==> config.mk <==
export PLATFORM = sky130hd
export DESIGN_NAME = mem_align_unit
export DESIGN_NICKNAME = d
export VERILOG_FILES = /design/src/rtl/mem_align_unit_pkg.sv /design/src/rtl/mem_lane_shift.sv /design/src/rtl/mem_align_unit.sv
export SDC_FILE = /design/constraint.sdc
export NUM_CORES = 1
export LEC_CHECK = 0
export CORE_UTILIZATION = 45
export CTS_CLUSTER_DIAMETER = 50
export DETAILED_ROUTE_END_ITERATION = 7
export PLACE_DENSITY = 0.73
export SYNTH_ARGS = -nofsm -noshare
export SYNTH_HDL_FRONTEND = slang
export SYNTH_SLANG_ARGS = --single-unit
==> constraint.sdc <==
create_clock -name clk -period 11.7 [get_ports clk]
set_input_delay 1.17 -clock clk [delete_from_list [all_inputs] [get_ports clk]]
set_output_delay 1.17 -clock clk [all_outputs]
set_load 0.005 [all_outputs]
==> src/rtl/mem_align_unit_pkg.sv <==
// Shared types and constants for the data-side memory alignment unit.
// Optional split support for misaligned accesses is enabled by MEM_ALIGN_SPLIT_EN.
package mem_align_unit_pkg;

    localparam int unsigned DATA_W = 32;
    localparam int unsigned BE_W   = DATA_W / 8;

    typedef enum logic [2:0] {
        IDLE  = 3'd0,
        ACC0  = 3'd1,
        WAIT0 = 3'd2,
        ACC1  = 3'd3,
        WAIT1 = 3'd4,
        RESP  = 3'd5
    } state_e;

    localparam logic [1:0] SZ_BYTE = 2'b00;
    localparam logic [1:0] SZ_HALF = 2'b01;
    localparam logic [1:0] SZ_WORD = 2'b10;

    localparam logic [2:0] F3_LB  = 3'b000;
    localparam logic [2:0] F3_LH  = 3'b001;
    localparam logic [2:0] F3_LW  = 3'b010;
    localparam logic [2:0] F3_LBU = 3'b100;
    localparam logic [2:0] F3_LHU = 3'b101;
    localparam logic [2:0] F3_SB  = 3'b000;
    localparam logic [2:0] F3_SH  = 3'b001;
    localparam logic [2:0] F3_SW  = 3'b010;

    localparam logic [BE_W-1:0] MASK_BYTE = 4'b0001;
    localparam logic [BE_W-1:0] MASK_HALF = 4'b0011;
    localparam logic [BE_W-1:0] MASK_WORD = 4'b1111;

    function automatic logic [BE_W-1:0] size_mask(input logic [1:0] sz);
        case (sz)
            SZ_BYTE: size_mask = MASK_BYTE;
            SZ_HALF: size_mask = MASK_HALF;
            SZ_WORD: size_mask = MASK_WORD;
            default: size_mask = '0;
        endcase
    endfunction

endpackage

==> src/rtl/mem_lane_shift.sv <==
// Byte-lane steering for the alignment unit: store enables/data across two words,
// load data right-justification, and legality/misalignment detection.
module mem_lane_shift
    import mem_align_unit_pkg::*;
(
    input  logic                  write_i,
    input  logic [2:0]            funct3_i,
    input  logic [1:0]            off_i,
    input  logic [DATA_W-1:0]     wdata_i,
    input  logic [2*DATA_W-1:0]   rbuf_i,
    output logic [2*BE_W-1:0]     be8_o,
    output logic [2*DATA_W-1:0]   wd64_o,
    output logic [DATA_W-1:0]     rdata_o,
    output logic                  misalign_o,
    output logic                  illegal_o
);

    logic [1:0] size;
    logic [5:0] shamt;

    assign size  = funct3_i[1:0];
    assign shamt = {off_i, 3'b000};

    assign be8_o   = {{BE_W{1'b0}}, size_mask(size)} << off_i;
    assign wd64_o  = {{DATA_W{1'b0}}, wdata_i} << shamt;
    assign rdata_o = DATA_W'(rbuf_i >> shamt);

    // Loads keep funct3[2] for the downstream extension stage; stores must have it clear.
    always_comb begin
        illegal_o  = 1'b0;
        misalign_o = 1'b0;
        if (write_i) begin
            illegal_o = !(funct3_i inside {F3_SB, F3_SH, F3_SW});
        end else begin
            illegal_o = !(funct3_i inside {F3_LB, F3_LH, F3_LW, F3_LBU, F3_LHU});
        end
        misalign_o = ((size == SZ_HALF) && (off_i == 2'd3)) ||
                     ((size == SZ_WORD) && (off_i != 2'd0));
    end

endmodule

==> src/rtl/mem_align_unit.sv <==
// Load/store sequencer onto the shared memory port with grant handshake.
// Define MEM_ALIGN_SPLIT_EN to run misaligned accesses as two word accesses.
module mem_align_unit
    import mem_align_unit_pkg::*;
#(
    parameter int unsigned ADDR_W = 32
) (
    input  logic              clk,
    input  logic              rst,
    input  logic              req_valid,
    output logic              req_ready,
    input  logic              req_write,
    input  logic [ADDR_W-1:0] req_addr,
    input  logic [2:0]        req_funct3,
    input  logic [DATA_W-1:0] req_wdata,
    output logic              resp_valid,
    output logic [DATA_W-1:0] resp_rdata,
    output logic              resp_err,
    output logic              mem_req,
    input  logic              mem_gnt,
    output logic              mem_we,
    output logic [ADDR_W-1:0] mem_addr,
    output logic [BE_W-1:0]   mem_be,
    output logic [DATA_W-1:0] mem_wdata,
    input  logic [DATA_W-1:0] mem_rdata
);

    state_e              state_q, state_d;
    logic                wr_q, wr_d;
    logic [ADDR_W-1:0]   addr_q, addr_d;
    logic [2:0]          f3_q, f3_d;
    logic [DATA_W-1:0]   wdata_q, wdata_d;
    logic [DATA_W-1:0]   buf_lo_q, buf_lo_d;

    logic                resp_valid_q, resp_valid_d;
    logic [DATA_W-1:0]   resp_rdata_q, resp_rdata_d;
    logic                resp_err_q, resp_err_d;
    logic                mem_req_q, mem_req_d;
    logic                mem_we_q, mem_we_d;
    logic [ADDR_W-1:0]   mem_addr_q, mem_addr_d;
    logic [BE_W-1:0]     mem_be_q, mem_be_d;
    logic [DATA_W-1:0]   mem_wdata_q, mem_wdata_d;

    logic                idle_c;
    logic                cur_write;
    logic [ADDR_W-1:0]   cur_addr;
    logic [2:0]          cur_f3;
    logic [DATA_W-1:0]   cur_wdata;
    logic [2*BE_W-1:0]   be8_c;
    logic [2*DATA_W-1:0] wd64_c;
    logic [2*DATA_W-1:0] rbuf_c;
    logic [DATA_W-1:0]   rdata_c;
    logic                misalign_c;
    logic                illegal_c;
    logic                split_c;
    logic                reject_c;

    // While idle the lane logic looks at the live request so the first access can be launched on accept.
    assign idle_c    = (state_q == IDLE);
    assign cur_write = idle_c ? req_write  : wr_q;
    assign cur_addr  = idle_c ? req_addr   : addr_q;
    assign cur_f3    = idle_c ? req_funct3 : f3_q;
    assign cur_wdata = idle_c ? req_wdata  : wdata_q;

    assign req_ready = idle_c && !rst;
    assign buf_lo_d  = (state_q == WAIT0) ? mem_rdata : buf_lo_q;

`ifdef MEM_ALIGN_SPLIT_EN
    logic [DATA_W-1:0] buf_hi_q, buf_hi_d;

    assign buf_hi_d = (state_q == WAIT1) ? mem_rdata : buf_hi_q;
    assign rbuf_c   = {buf_hi_d, buf_lo_d};
    assign split_c  = misalign_c;
    assign reject_c = illegal_c;

    always_ff @(posedge clk or posedge rst) begin
        if (rst) begin
            buf_hi_q <= '0;
        end else begin
            buf_hi_q <= buf_hi_d;
        end
    end
`else
    logic unused_hi;

    assign rbuf_c    = {{DATA_W{1'b0}}, buf_lo_d};
    assign split_c   = 1'b0;
    assign reject_c  = illegal_c || misalign_c;
    assign unused_hi = ^{be8_c[2*BE_W-1:BE_W], wd64_c[2*DATA_W-1:DATA_W]};
`endif

    mem_lane_shift u_lane (
        .write_i    (cur_write),
        .funct3_i   (cur_f3),
        .off_i      (cur_addr[1:0]),
        .wdata_i    (cur_wdata),
        .rbuf_i     (rbuf_c),
        .be8_o      (be8_c),
        .wd64_o     (wd64_c),
        .rdata_o    (rdata_c),
        .misalign_o (misalign_c),
        .illegal_o  (illegal_c)
    );

    // Next state plus registered outputs, computed for the state being entered.
    always_comb begin
        state_d      = state_q;
        wr_d         = wr_q;
        addr_d       = addr_q;
        f3_d         = f3_q;
        wdata_d      = wdata_q;
        mem_we_d     = mem_we_q;
        mem_addr_d   = mem_addr_q;
        mem_be_d     = mem_be_q;
        mem_wdata_d  = mem_wdata_q;
        resp_rdata_d = '0;

        case (state_q)
            IDLE: begin
                if (req_valid) begin
                    wr_d    = req_write;
                    addr_d  = req_addr;
                    f3_d    = req_funct3;
                    wdata_d = req_wdata;
                    state_d = reject_c ? RESP : ACC0;
                end
            end
            ACC0: begin
                if (mem_gnt) begin
                    if (!wr_q) begin
                        state_d = WAIT0;
                    end else begin
                        state_d = split_c ? ACC1 : RESP;
                    end
                end
            end
            WAIT0: state_d = split_c ? ACC1 : RESP;
`ifdef MEM_ALIGN_SPLIT_EN
            ACC1: begin
                if (mem_gnt) begin
                    state_d = wr_q ? RESP : WAIT1;
                end
            end
            WAIT1: state_d = RESP;
`endif
            RESP:    state_d = IDLE;
            default: state_d = IDLE;
        endcase

        mem_req_d = (state_d == ACC0) || (state_d == ACC1);
        if (idle_c && (state_d == ACC0)) begin
            mem_we_d    = cur_write;
            mem_addr_d  = {cur_addr[ADDR_W-1:2], 2'b00};
            mem_be_d    = be8_c[BE_W-1:0];
            mem_wdata_d = wd64_c[DATA_W-1:0];
        end
`ifdef MEM_ALIGN_SPLIT_EN
        if ((state_q != ACC1) && (state_d == ACC1)) begin
            mem_addr_d  = mem_addr_q + ADDR_W'(4);
            mem_be_d    = be8_c[2*BE_W-1:BE_W];
            mem_wdata_d = wd64_c[2*DATA_W-1:DATA_W];
        end
`endif

        resp_valid_d = (state_d == RESP);
        resp_err_d   = idle_c && (state_d == RESP);
        if ((state_d == RESP) && !idle_c && !wr_q) begin
            resp_rdata_d = rdata_c;
        end
    end

    always_ff @(posedge clk or posedge rst) begin
        if (rst) begin
            state_q      <= IDLE;
            wr_q         <= 1'b0;
            addr_q       <= '0;
            f3_q         <= '0;
            wdata_q      <= '0;
            buf_lo_q     <= '0;
            resp_valid_q <= 1'b0;
            resp_rdata_q <= '0;
            resp_err_q   <= 1'b0;
            mem_req_q    <= 1'b0;
            mem_we_q     <= 1'b0;
            mem_addr_q   <= '0;
            mem_be_q     <= '0;
            mem_wdata_q  <= '0;
        end else begin
            state_q      <= state_d;
            wr_q         <= wr_d;
            addr_q       <= addr_d;
            f3_q         <= f3_d;
            wdata_q      <= wdata_d;
            buf_lo_q     <= buf_lo_d;
            resp_valid_q <= resp_valid_d;
            resp_rdata_q <= resp_rdata_d;
            resp_err_q   <= resp_err_d;
            mem_req_q    <= mem_req_d;
            mem_we_q     <= mem_we_d;
            mem_addr_q   <= mem_addr_d;
            mem_be_q     <= mem_be_d;
            mem_wdata_q  <= mem_wdata_d;
        end
    end

    assign resp_valid = resp_valid_q;
    assign resp_rdata = resp_rdata_q;
    assign resp_err   = resp_err_q;
    assign mem_req    = mem_req_q;
    assign mem_we     = mem_we_q;
    assign mem_addr   = mem_addr_q;
    assign mem_be     = mem_be_q;
    assign mem_wdata  = mem_wdata_q;

endmodule

==> metrics.yaml, run 1 <==
outcome:
  status: "complete, no violations"
sta:
  hold_violations: 0
  timing.fmax_mhz: 227
  tightest_slew_ps: 1100
  finalClockSkew_ps: 9.42
  min_period_ps: 4410
  slew_violations: 0
  fin_setup_tns_ps: 0
  max_slew_margin: 0.265
  rsz0062_at_grt: "no"
  period_share: 0.377
  setup_viol: 0
critical_path:
  reg2reg_slack_ps: 7400
  slowest_stage: "nor2_2"
  crit_type: "in2reg"
  slowest_delay_ps: 1040
  r2r_start: "state_q[0]"
  r2r-end: "mem_wdata[28]"
  end_kind: "flop"
  critPathRequiredTime_ps: 12020
  start_kind: "primary input"
  crit_fanout: 42
  r2r_cells: 8
  critPathArrivalTime_ps: 4730
  crit_chain: "clkdlybuf4s50_1 -> o21ai_1 -> nand3_2 -> nor2_2 -> mux2_2"
detailed_routing:
  drt-pass1-iter-count: 5
  post-route-drc-count: 0
  via_per_inst: 5.44
  wl_per_cell_um: 18.9
  drtAntennaViolNets: 0
  drt_iter0_markers: 343
  vias: 6649
  wirelength_um: 23100
clock_tree:
  cts_buffers: 17
  cts_hold_buffers: 0
  post-cts-setup-buffers: 0
  clockRootBuffer: "clkbuf_16"
  clk_path_buf_depth: 2
  cts_resized: 0
  cts_tree: "done"
  htreeDepth: 4
  clock_latency_ps: 430
  clk_pin_slew_worst_paths_ps: 80
  clock-sinks: 196
logic_synthesis:
  synthCells: 769
  synthFlopType: "dfrtp_1"
  ys_warn_count: 0
  synth_area_sq_um: 9070
  ys_seq_elements: 196
  synthDistinctLibCells: 45
  avgSynthCellArea_sq_um: 11.8
  async_flop_share: 1.00
  synth_edf_count: 0
  ys_seq_area_frac: 0.541
min_path:
  hold-path-endpoint: "buf_lo_q[6]"
  hold_path.class: "reg2reg"
  min_delay_path_depth: 2
  hold_start: "buf_lo_q[6]"
power_and_ir_drop:
  internal_power_mw: 1.92
  p_comb_frac: 0.436
  power_switching_share: 0.360
  cellPowerDensity_nw_per_um2: 253
  peakVddDrop_mv: 0.127
  pwr-share-clk: 0.191
  leakage_nw: 5.21
  switchingPower_mw: 1.08
  seqPwrFrac: 0.373
floorplan:
  io_pins: 209
  core-area_sq_um: 19600
  num_rows: 51
  die_x_um: 144
  initial_core_util: 0.463
  die_h_um: 144
  die-area_sq_um: 20700
placed_design:
  portBuffers: 206
  place_inst: 1191
  gp_congestion: 0.805
  hpwl_um: 14700
layout:
  fin_cells: 1223
  fillers: 1634
  syn_to_final_growth_pct: 30.6
  n_antenna_cell: 0
  layout.nets: 1053
  drive_gt1_frac: 0.153
global_route:
  grt_start_max_net_pins: 119
  grt_pass1_vias: 6720
  grt.total_usage: 0.230
  overflow: 0
  antenna_found_initial: 0
  grt_first_pass_wirelength_um: 36200
job:
  max_cap_violations: 0
## area by class of cell
| cell class | instances | area, sq um | share of cell area |
|---|---|---|---|
| clock buffers | 17 | 425 | 0.0359 |
| repair buffers | 214 | 2120 | 0.179 |
| multi-input cells | 479 | 3770 | 0.318 |
| inverters | 37 | 146 | 0.0124 |
| clock inverters | 15 | 146 | 0.0124 |
| well taps | 265 | 332 | 0.0280 |
| flip-flops and latches | 196 | 4900 | 0.414 |
## through the flow
| stage | hold WS, ps | setup WS (ps) | total power [mW] | cell area, sq um | utilization |
|---|---|---|---|---|---|
| after detailed placement | 463 | 6880 | 2.43 | 11300 | 0.575 |
| final | 478 | 7290 | 3.00 | 11800 | 0.605 |
| after global placement | 457 | 7000 | 2.40 | 11300 | 0.575 |
| after CTS | 481 | 7320 | 3.02 | 11800 | 0.605 |
| after global routing | 494 | 7090 | 3.19 | 11800 | 0.605 |
| after floorplan | 441 | 5190 | 1.96 | 9070 | - |
## layer usage
metal,vias up,part of all wire,GRT usage
met2,220,0.48,0.367
met3,30,0.058,0.0403
li1,3059,-,-
met1,3340,0.44,0.316
met5,-,0,0
met4,0,0.020,0.0789
## Yosys cell counts, types with 3 or more instances
library cell / number / area share
ha_1: 4 / 0.0055
nor2_1: 20 / 0.0083
a31oi_1: 10 / 0.0069
dfrtp_1: 196 / 0.54
o21ai_1: 4 / 0.0022
buf_4: 11 / 0.0091
o22ai_1: 16 / 0.011
nand2b_1: 5 / 0.0034
a21oi_1: 13 / 0.0072
inv_1: 37 / 0.015
nand2_1: 42 / 0.017
o21ai_0: 78 / 0.043
buf_1: 3 / 0.0012
nand3_1: 25 / 0.014
clkbuf_1: 22 / 0.0091
o2bb2ai_1: 9 / 0.0087
buf_2: 19 / 0.010
or2_2: 3 / 0.0021
mux2i_1: 127 / 0.14
mux2_2: 92 / 0.11
## critical path, delay by kind of cell
family	cells	cell delay [ps]
simple gates	2	1730
buf+inv	1	910
compound gates	1	480
mux	1	410
## logic make-up after synthesis
kind of cell | share of synthesized area
multiplexers | 0.254
flip-flops | 0.541
AO/OA/AOI/OAI | 0.0915
AND/OR/NAND/NOR | 0.0591
buffers and inverters | 0.0483
adder cells (fa/ha/maj) | 0.00552
other | 0.000414
## state kept, by name, summed over array words and instances, names as in the netlist
signal and count:
resp_err 1, mem_req 1, addr_q 32, wdata_q 24
wr_q 1, mem_we 1, buf_lo_q 32, resp_valid 1
resp_rdata 32, mem_addr 30, mem_wdata 32, f3_q 2
state_q 3, mem_be 4
## placed cells by master (no fill, tap or decap), drive strengths merged, types with 6 or more instances in the layout
cell,instances
dfrtp,196
a21oi,14
clkdlybuf4s50,206
mux2i,127
clkbuf,17
o22ai,16
mux2,92
clkinv,6
nand3,26
nand2,43
o2bb2ai,9
inv,43
nor2,21
a31oi,10
o21ai,82
buf,8
## how the worst max path moves through the flow
stage                     start  cells past startpoint  slack [ps]            end
floorplan                   rst                      1        5190      addr_q[0]
global placement    req_addr[1]                      5        7000  mem_wdata[26]
detailed placement  req_addr[1]                      5        6880  mem_wdata[24]
CTS                 req_addr[1]                      5        7320  mem_wdata[31]
global route         state_q[0]                      9        7090  mem_wdata[31]
finish              req_addr[1]                      5        7290  mem_wdata[28]
## power by group through the flow
| stage | Sequential (mW) | Combinational (mW) | Clock (mW) |
|---|---|---|---|
| CTS | 1.12 | 1.31 | 0.583 |
| floorplan | 1.07 | 0.892 | 0 |
| global placement | 1.12 | 1.28 | 0 |
| global route | 1.15 | 1.43 | 0.610 |
| detailed placement | 1.13 | 1.30 | 0 |
| finish | 1.12 | 1.31 | 0.574 |
(Power assumes the default switching activity.)
==> inputs of run 2 (changes only) <==
Settings changed: PLACE_DENSITY 0.73 to 0.76.
Clock period 11.7 ns to 4 ns, I/O delays scaled along.
==> run 2 against run 1 <==
Compared with the run above: largest cell class unchanged; first-iteration DRC count up 25%; combinational power rose to 2.9 times the previous value; utilization rose by 0.59 points; register-to-register slack worse by 6500 ps; clock power grew to 2.9 times the previous value; flip-flop and latch count unchanged.
==> metrics.yaml, run 2 (synthesis results as in run 1) <==
outcome:
  status: "complete, no violations"
sta:
  setup_viol: 0  # unchanged
  min_period_ps: 3150
  period_share: 0.787
  timing.fmax_mhz: 318
  max_slew_margin: 0.430  # +0.165
  fin_setup_tns_ps: 0  # unchanged
  hold_slack_ps: 482  # +3.52 ps
  hold_violations: 0  # unchanged
  tightest_slew_ps: 856  # -247 ps
  rsz0062_at_grt: "no"
  finalClockSkew_ps: 7.92  # -1.50 ps
  slew_violations: 0  # unchanged
min_path:
  min_delay_path_depth: 2  # unchanged
  hold-path-endpoint: "buf_lo_q[22]"
  hold_start: "buf_lo_q[22]"
  hold_path.class: "reg2reg"
floorplan:
  initial_core_util: 0.463  # unchanged
  die-area_sq_um: 20700  # unchanged
  io_pins: 209  # unchanged
  die_x_um: 144  # unchanged
  die_h_um: 144  # unchanged
  num_rows: 51  # unchanged
  core-area_sq_um: 19600  # unchanged
detailed_routing:
  post-route-drc-count: 0  # unchanged
  drt-pass1-iter-count: 5  # unchanged
  wl_per_cell_um: 18.6  # -1.8%
  vias: 6599  # -0.75%
  wirelength_um: 22900  # -1.0%
  via_per_inst: 5.35  # -1.6%
  drt_iter0_markers: 430  # +25%
  drtAntennaViolNets: 0  # unchanged
global_route:
  grt_pass1_vias: 6786  # +0.98%
  overflow: 0  # unchanged
  grt.total_usage: 0.232  # +0.00143
  grt_start_max_net_pins: 104  # -13%
  grt_first_pass_wirelength_um: 36100  # -0.49%
  antenna_found_initial: 1  # +1
placed_design:
  gp_congestion: 0.813  # +0.97%
  placed_area_sq_um: 11400  # +0.88%
  hpwl_um: 15500  # +5.6%
  portBuffers: 206  # unchanged
clock_tree:
  htreeDepth: 4  # unchanged
  cts_tree: "done"
  clock_latency_ps: 430  # about the same
  clk_path_buf_depth: 2  # unchanged
  cts_buffers: 17  # unchanged
  clk_pin_slew_worst_paths_ps: 70  # about the same
  post-cts-setup-buffers: 0  # unchanged
  clockRootBuffer: "clkbuf_16"
  clock-sinks: 196  # unchanged
  cts_hold_buffers: 0  # unchanged
  cts_resized: 0  # unchanged
critical_path:
  r2r-end: "mem_addr[13]"
  end_kind: "flop"
  r2r_cells: 10  # +2
  crit_fanout: 44  # +4.8%
  critPathArrivalTime_ps: 3440  # -1290 ps
  r2r_start: "state_q[0]"
  start_kind: "flop"
  critPathRequiredTime_ps: 4300  # -7720 ps
  reg2reg_slack_ps: 850  # -6550 ps
  crit_type: "reg2reg"
job:
  max_cap_violations: 0  # unchanged
power_and_ir_drop:
  cellPowerDensity_nw_per_um2: 738  # +190%
  peakVddDrop_mv: 0.466  # +270%
  leakage_nw: 5.27  # +1.1%
layout:
  fillers: 1598  # -2.2%
  layout_commonest_cell: "clkdlybuf4s50_1"
  syn_to_final_growth_pct: 31.9
  fin_util: 0.610  # +0.00588
  layout_common_cells: "clkdlybuf4s50_1 (206), dfrtp_1 (196), mux2i_1 (126)"
  drive_gt1_frac: 0.160  # +0.00684
  fin_area_sq_um: 12000  # +0.97%
  layout.nets: 1062  # +0.85%
==> run 2: worst max-delay path by stage <==
stage | startpoint | to | slack [ps] | depth (start not counted)
after global routing | state_q[0] | mem_addr[7] | 670 | 11
after floorplan | state_q[0] | mem_addr[31] | 1000 | 15
after global placement | state_q[0] | mem_addr[15] | 970 | 10
after CTS | state_q[0] | mem_addr[13] | 860 | 10
final | state_q[0] | mem_addr[13] | 850 | 10
after detailed placement | state_q[0] | mem_addr[14] | 880 | 10
==> run 2: critical path, stage by stage (launching register included) <==
cell and delay (ps):
dfrtp_1 500, or3_1 410, buf_4 220, nand2_1 90, nand2_1 90, ha_1 260, or3_1 440, o2111a_1 280
nand2_1 290, buf_12 250, o21ai_0 130
==> run 2: cell type report <==
class,instances,area [sq um],area share
clock inverters,15,160,0.0134
flip-flops and latches,196,4900,0.410
multi-input cells,479,3760,0.315
clock buffers,17,425,0.0356
repair buffers,223,2230,0.186
diodes,1,2.50,0.000209
inverters,37,143,0.0119
well taps,265,332,0.0277
==> run 2: report_power, final <==
part	switching, mW	leakage, nW	internal [mW]
sequential	0.517	2.47	2.75
clock	0.805	0.286	0.887
combinational	1.84	2.52	2.02
total	3.16	5.27	5.66
==> run 2: through the flow <==
stage / setup slack, ps / cells / total power [mW]
floorplan: 997 / 770 / 5.72
global placement: 971 / 1200 / 7.05
detailed placement: 879 / 1200 / 7.17
CTS: 861 / 1232 / 8.89
global route: 674 / 1233 / 9.41
finish: 854 / 1233 / 8.83
==> run 2: per-layer routing <==
layer / vias up / global-route usage / part of all wire
met4: 0 / 0.0935 / 0.022
li1: 3080 / - / -
met2: 203 / 0.365 / 0.48
met1: 3285 / 0.317 / 0.45
met3: 31 / 0.0397 / 0.049
met5: - / 0 / 0
==> inputs of run 3 (changes only) <==
Settings changed: PLACE_DENSITY 0.76 to 0.73.
Clock period 4 ns to 3.2 ns, I/O delays scaled along.
==> run 3 against run 2 <==
Compared with the run above: total power is 26% higher; via count is 0.24% higher; cell count is 0.32% higher; clock power is 30% higher; global-route usage is 0.11 points lower; die area stayed put; clock skew is 2.4 ps higher; count of clock-buffer cells in the layout is 1 higher; design area is 0.59% higher; critical path depth is 1 lower; critical path type unchanged; largest cell class unchanged; largest power group unchanged.
==> metrics.yaml, run 3 (synthesis results as in run 1) <==
outcome:
  status: "complete, no violations"
layout:
  fillers: 1616  # +1.1%
  fin_area_sq_um: 12000  # +0.59%
  n_antenna_cell: 0  # -1
  syn_to_final_growth_pct: 32.6
  layout_commonest_cell: "clkdlybuf4s50_1"
  drive_gt1_frac: 0.166  # +0.00535
  layout.nets: 1067  # +0.47%
  layout_common_cells: "clkdlybuf4s50_1 (206), dfrtp_1 (196), mux2i_1 (126)"
  seq_area_sq_um: 4900  # unchanged
  multi_input_area_sq_um: 3770  # about the same
  fin_util: 0.614  # +0.00358
sta:
  setup_viol: 0  # unchanged
  rsz0062_at_grt: "no"
  period_share: 0.932  # +0.145
  slew_violations: 0  # unchanged
  timing.fmax_mhz: 335  # +5.5%
  tightest_slew_ps: 1020  # +165 ps
  hold_violations: 0  # unchanged
  fin_setup_tns_ps: 0  # unchanged
  finalClockSkew_ps: 10.3  # +2.42 ps
  hold_slack_ps: 353  # -129 ps
  max_slew_margin: 0.319  # -0.110
  min_period_ps: 2980  # -165 ps
critical_path:
  critPathRequiredTime_ps: 3520  # -780 ps
  crit_fanout: 18  # -59%
  start_kind: "flop"
  reg2reg_slack_ps: 220  # -640 ps
  r2r_start: "state_q[0]"
  critPathArrivalTime_ps: 3300  # -140 ps
  crit_type: "reg2reg"
  crit_start: "state_q[0]"
  end_kind: "flop"
clock_tree:
  post-cts-setup-buffers: 0  # unchanged
  cts_resized: 0  # unchanged
  clk_pin_slew_worst_paths_ps: 70  # about the same
  cts_hold_buffers: 0  # unchanged
  clockRootBuffer: "clkbuf_16"
  htreeDepth: 4  # unchanged
  cts_buffers: 17  # unchanged
  clk_path_buf_depth: 2  # unchanged
  clock_latency_ps: 430  # about the same
  clock-sinks: 196  # unchanged
  cts_tree: "done"
detailed_routing:
  wl_met2_um: 11000  # +0.12%
  met3_length_um: 1100  # -1.8%
  vias: 6615  # +0.24%
  drt_iter0_markers: 353  # -18%
  top_layer_used: "met4"
  wl_per_cell_um: 18.6  # about the same
  drtAntennaViolNets: 0  # unchanged
  wirelength_um: 23000  # +0.35%
  drt-pass1-iter-count: 5  # unchanged
  via_per_inst: 5.35  # about the same
  wl_met1_um: 10400  # +1.2%
  post-route-drc-count: 0  # unchanged
global_route:
  antenna_found_initial: 0  # -1
  grt_pass1_vias: 6783  # -0.044%
  grt_start_max_net_pins: 88  # -15%
  overflow: 0  # unchanged
  grt_first_pass_wirelength_um: 36100  # about the same
  grt.total_usage: 0.231  # -0.00107
floorplan:
  die_h_um: 144  # unchanged
  die-area_sq_um: 20700  # unchanged
  die_x_um: 144  # unchanged
  initial_core_util: 0.463  # unchanged
  num_rows: 51  # unchanged
  core-area_sq_um: 19600  # unchanged
  io_pins: 209  # unchanged
min_path:
  hold_path.class: "in2async"
power_and_ir_drop:
  leakage_nw: 5.31  # +0.63%
  cellPowerDensity_nw_per_um2: 928  # +26%
  peakVddDrop_mv: 0.615  # +32%
  p_total_mw: 11.2  # +26%
job:
  max_cap_violations: 0  # unchanged
placed_design:
  gp_congestion: 0.790  # -2.9%
  hpwl_um: 15400  # -0.94%
  placed_area_sq_um: 11400  # +0.46%
  portBuffers: 206  # unchanged
## run 3: where the power goes
group | total, mW | internal [mW] | switching, mW
combinational | 4.94 | 2.57 | 2.36
sequential | 4.04 | 3.44 | 0.596
clock | 2.19 | 1.20 | 0.989
## run 3: worst paths after layout
kind | to | cells after the start
setup / recovery | mem_wdata[24] | 9
min in group clk | buf_lo_q[4] | 2
setup reg to reg | mem_wdata[24] | 9
hold / removal | mem_wdata[2] | 2
hold reg to reg | buf_lo_q[4] | 2
max in group asynchronous | buf_lo_q[10] | 3
## run 3: through the flow
step | std cells | worst slack [ps]
detailed placement | 1205 | 193
floorplan | 770 | 197
CTS | 1237 | 206
global placement | 1205 | 267
global route | 1237 | 27.7
finish | 1237 | 218
## run 3: area by class of cell
type / instances / share of cell area
sequential: 196 / 0.408
multi-input combinational: 479 / 0.313
timing repair buffer: 228 / 0.189
clock buffer: 18 / 0.0365
tap: 265 / 0.0276
clock inverter: 14 / 0.0138
inverter: 37 / 0.0119
## run 3: per-layer routing
layer / vias to the layer above / track usage
met5: - / 0
met4: 0 / 0.0845
met3: 28 / 0.0420
met2: 191 / 0.371
met1: 3292 / 0.311
li1: 3104 / -
## run 3: worst max-delay path, stage by stage, from the launching register on
cell and delay, ps:
dfrtp_1 410, or3_1 430, nand2_1 90, nand2_1 80
inv_1 90, ha_1 220, or3_1 190, o2111ai_4 120
nor2_2 820, mux2_2 420
